**src/rtl/onehot_priority_mux_if.sv**
```systemverilog
// Bundle of the arbitration-core signals: request/grant side and the one-hot data mux.
// The master side drives requests, hold control and mux inputs; the slave is the arbiter core.
interface onehot_priority_mux_if #(
  parameter int W_INPUT = 2,
  parameter int W_DATA  = 32
);
  logic                        canchange;
  logic [W_INPUT-1:0]          req;
  logic [W_INPUT-1:0]          gnt;
  logic [W_INPUT-1:0]          mux_sel;
  logic [W_INPUT*W_DATA-1:0]   mux_in;
  logic [W_DATA-1:0]           mux_out;

  modport master (
    output canchange, req, mux_sel, mux_in,
    input  gnt, mux_out
  );

  modport slave (
    input  canchange, req, mux_sel, mux_in,
    output gnt, mux_out
  );
endinterface

```
**src/rtl/onehot_priority_mux.sv**
```systemverilog
// Strict-priority one-hot grant (lowest index wins) with grant hold, plus an AND-OR one-hot mux.
// Define ONEHOT_PRIORITY_MUX_CHECK_EN to enable a simulation-only one-hot checker on gnt/mux_sel.
module onehot_priority_mux #(
  parameter int W_INPUT = 2,
  parameter int W_DATA  = 32
) (
  input  logic                  clk,
  input  logic                  rst_n,
  onehot_priority_mux_if.slave  bus
);

  logic [W_INPUT-1:0] pri_gnt;
  logic [W_INPUT-1:0] gnt_d;
  logic [W_INPUT-1:0] gnt_q;
  logic [W_DATA-1:0]  mux_d;

  // Isolate the lowest set bit: x & -x leaves only that bit, and 0 maps to 0.
  assign pri_gnt = bus.req & ((~bus.req) + W_INPUT'(1));

  // Re-arbitrate when allowed, otherwise repeat last cycle's grant regardless of req.
  assign gnt_d   = bus.canchange ? pri_gnt : gnt_q;
  assign bus.gnt = gnt_d;

  // NOTE: sequential state uses non-blocking assignments so every register samples pre-edge values.
  always_ff @(posedge clk or negedge rst_n) begin
    if (!rst_n) begin
      gnt_q <= '0;
    end else begin
      gnt_q <= gnt_d;
    end
  end

  // NOTE: the accumulator is defaulted before the loop so no path leaves it unassigned (no latch).
  always_comb begin
    mux_d = '0;
    for (int i = 0; i < W_INPUT; i++) begin
      mux_d |= bus.mux_in[i*W_DATA +: W_DATA] & {W_DATA{bus.mux_sel[i]}};
    end
  end

  assign bus.mux_out = mux_d;

`ifdef ONEHOT_PRIORITY_MUX_CHECK_EN
  always @(posedge clk) begin
    if (rst_n) begin
      if ($countones(bus.mux_sel) > 1) begin
        $display("%m: mux_sel not one-hot: %b", bus.mux_sel);
        $finish;
      end
      if ($countones(gnt_d) > 1) begin
        $display("%m: gnt not one-hot: %b", gnt_d);
        $finish;
      end
    end
  end
`else
  // Checker absent; behaviour is identical.
`endif

endmodule

```
**src/flat_wrapper.sv**
```systemverilog
// flat-port wrapper written by rule: the top's interface ports become plain ports
module onehot_priority_mux_flat 
#(
  parameter int W_INPUT = 2,
  parameter int W_DATA  = 32
)
  (clk, rst_n, bus_canchange, bus_req, bus_mux_sel, bus_mux_in, bus_gnt, bus_mux_out);
  onehot_priority_mux_if #(.W_INPUT(W_INPUT), .W_DATA(W_DATA)) bus_i ();
  input  logic clk;
  input  logic rst_n;
  input wire logic [$bits(bus_i.canchange)-1:0] bus_canchange;
  input wire logic [$bits(bus_i.req)-1:0] bus_req;
  input wire logic [$bits(bus_i.mux_sel)-1:0] bus_mux_sel;
  input wire logic [$bits(bus_i.mux_in)-1:0] bus_mux_in;
  output wire logic [$bits(bus_i.gnt)-1:0] bus_gnt;
  output wire logic [$bits(bus_i.mux_out)-1:0] bus_mux_out;
  assign bus_i.canchange = bus_canchange;
  assign bus_i.req = bus_req;
  assign bus_i.mux_sel = bus_mux_sel;
  assign bus_i.mux_in = bus_mux_in;
  assign bus_gnt = bus_i.gnt;
  assign bus_mux_out = bus_i.mux_out;
  onehot_priority_mux #(.W_INPUT(W_INPUT), .W_DATA(W_DATA)) u_core (.clk(clk), .rst_n(rst_n), .bus(bus_i));
endmodule
```
**config.mk**
```make
export PLATFORM = sky130hd
export DESIGN_NAME = onehot_priority_mux_flat
export DESIGN_NICKNAME = d
export VERILOG_FILES = /design/src/rtl/onehot_priority_mux_if.sv /design/src/rtl/onehot_priority_mux.sv /design/src/flat_wrapper.sv
export SDC_FILE = /design/constraint.sdc
export NUM_CORES = 1
export LEC_CHECK = 0
export CAP_MARGIN = 30
export CORE_MARGIN = 4
export CORE_UTILIZATION = 17
export DETAILED_ROUTE_END_ITERATION = 6
export PLACE_DENSITY = 0.83
export SETUP_SLACK_MARGIN = 0.5
export SLEW_MARGIN = 20
export SYNTH_ARGS = -nofsm -noshare
export SYNTH_HDL_FRONTEND = slang
export SYNTH_SLANG_ARGS = --single-unit
```
**constraint.sdc**
```tcl
create_clock -name clk -period 1.2 [get_ports clk]
set_clock_uncertainty 0.05 [all_clocks]
set_input_delay 0.24 -clock clk [delete_from_list [all_inputs] [get_ports clk]]
set_output_delay 0.24 -clock clk [all_outputs]
set_load 0.01 [all_outputs]
```
==> out/metrics.csv, run 1 <==
metric;value;unit
outcome;complete, but fails checks;
failing checks;negative setup slack;
die area;3384;um^2
routability cong.;0.8629;
syn avg cell area;9.725;um^2
fin crit share;1.058;
initial antenna violation count;0;
via count;922;
CP Class;flip-flop to output pin;
highest-count cells in the layout ignoring fill and taps;dlygate4sd2_1, a22o_1, buf_2, buf_16, buf_6;
crit path capture type;output pin;
Min-Delay Path Class;primary input to asynchronous set/reset pin;
DRT iter0 DRCs;34;
max_cap viols;0;
WP data required;0.91;ns
placed cells;174;
vias in the first global route;1000;
Clock Sinks;2;
Diodes inserted;0;
family with the most delay on the worst path;flip-flops;
Critical Path Source Type;flip-flop;
CTS Root Cell;clkbuf_4;
Post-Syn Instances;44;
global-route wire length before repair;5.306;mm
post-synth net total;115;
Cell Rows;17;
Slew Limit Fails;0;
Leakage;0.8291;nW
buffers and inverters on the worst path;1;
DRC;0;
Distinct cells, synth;8;
post-route ant nets;0;
final period demand of the worst path;1.269;ns
Starting Density;0.1863;
Peak VDD IR;0.0003665;V
port bufs;104;
Hold Buf Count CTS;0;
final hold vios;0;
setup violators final;1;
total congestion overflow;0;
Largest Register;u_core.gnt_q;
synthesized area;427.9;um^2
CP max-delay cell;dfrtp_1;
Core Area;2297;um^2
post-synthesis sequential area ratio;0.1170;
width of the chip;58.17;um
RSZ-0062 raised after global routing;true;
Rel. slew slack;0.9147;
share of layout cells above drive strength 1;0.3567;
CTS tree;done;
Worst Slack Setup Final;-0.06926;ns
drt pass-1 iters;4;
Slew @ Worst Pin;0.1280;ns
most common cell after layout, fill and taps aside;dlygate4sd2_1;
fmax;787.9;MHz
Yosys warning total;0;
area grow syn2layout;256.1;%
via/cell ratio;4.984;
top flop regs;u_core.gnt_q: 2 flops;
Worst-Skew Late Latency;0.23;ns
Cell Pwr Density;525.2;nW/um^2
Pwr Total;0.8004;mW
Yosys reg bits;2;
die height;58.17;um
final wirelength;3.574;mm
GRT Total Usage;0.2103;
H-Tree Depth;1;
Final nets;230;
CP max FO;2;
IO Count;105;
Num CTS Buffers;3;
fill cell count;204;
CP arrival;0.98;ns
Non-Filler Instances;185;
max FFs per register;2;
crit-path cells;mux2_4 > buf_6;
Longest Clk Path Bufs;2;
CP max stage delay;0.35;ns
hpwl dp;2.608;mm
clk slew on worst S/H paths;0.03;ns
largest net degree at the start of global routing;9;
Routed WL per cell;19.32;um
[kinds of logic after synthesis]
family                 after synthesis  synth area share
and+or+nand+nor                      1           0.01755
AOI/OAI and AO/OA                   33            0.6725
muxes                                1           0.02631
DFF                                  2            0.1170
buffers and inverters                7            0.1666
[cells in the mapped netlist]
library cell / n / area [um^2]
a22o_1: 30 / 262.8
a22o_2: 2 / 20.02
buf_6: 6 / 67.56
dfrtp_1: 2 / 50.05
inv_1: 1 / 3.750
mux2_2: 1 / 11.26
nand3b_1: 1 / 7.510
o21ai_0: 1 / 5.000
[area by class of cell]
cell class / instances / area, um^2 / share of cell area
Clock buffer: 3 / 22.52 / 0.01478
Timing Repair Buffer: 116 / 1084 / 0.7110
Sequential cell: 2 / 50.05 / 0.03284
Tap cell: 28 / 35.03 / 0.02299
Inverter: 1 / 3.754 / 0.002463
Multi-Input combinational cell: 35 / 329.1 / 0.2159
[path summary, 6_finish.rpt]
check | startpoint | endpoint | slack [ns] | cells after the start
max reg2reg | u_core.gnt_q[0] | u_core.gnt_q[0] | 0.28 | 2
max | u_core.gnt_q[0] | bus_gnt[0] | -0.07 | 2
min | rst_n | u_core.gnt_q[1] | 0.13 | 1
min in group clk | bus_req[0] | u_core.gnt_q[0] | 0.48 | 3
max in group asynchronous | rst_n | u_core.gnt_q[0] | 0.85 | 1
min reg2reg | u_core.gnt_q[0] | u_core.gnt_q[0] | 0.54 | 2
[timing repair]
| item | CTS | global route |
|---|---|---|
| setup buffers | 2 | 0 |
| cloned | 6 | 0 |
| pin swaps | 29 | 28 |
| endpoints found under the setup margin | 36 | 36 |
| resized for setup | 234 | 6 |
[report_power, final]
part | total [mW] | switching [mW] | internal [mW]
Clock | 0.153 | 0.0423 | 0.111
Combinational | 0.571 | 0.213 | 0.358
Sequential | 0.0759 | 0.00199 | 0.0740
[per-layer routing]
layer	GRT usage	wire length, um	up-vias
met5	0	0	-
met4	0.01987	0	0
met3	0.08463	446	0
met2	0.3774	1771	79
met1	0.2414	1356	420
li1	-	-	423
[metrics by stage]
stage               setup slack, ns  hold slack [ns]  setup TNS (ns)  utilization  instance area [um^2]
floorplan                    0.2942          -0.1056               0            -                 457.9
global placement            -0.7399           0.3567          -24.31       0.6590                  1514
detailed placement          -0.7504           0.3659          -24.73       0.6590                  1514
CTS                        -0.07990           0.1244        -0.07990       0.6563                  1508
global route               -0.09962           0.1262         -0.1282       0.6634                  1524
finish                     -0.06926           0.1269        -0.06926       0.6634                  1524
Note: power is estimated with default switching activity, not from simulation.
==> run 2, diff against run 1 <==
ABC_AREA = 0   (was not set)
SLEW_MARGIN = 10   (was 20)
==> results of run 2 <==
Same layout as run 1: the final DEF is identical, and so are final timing and power.
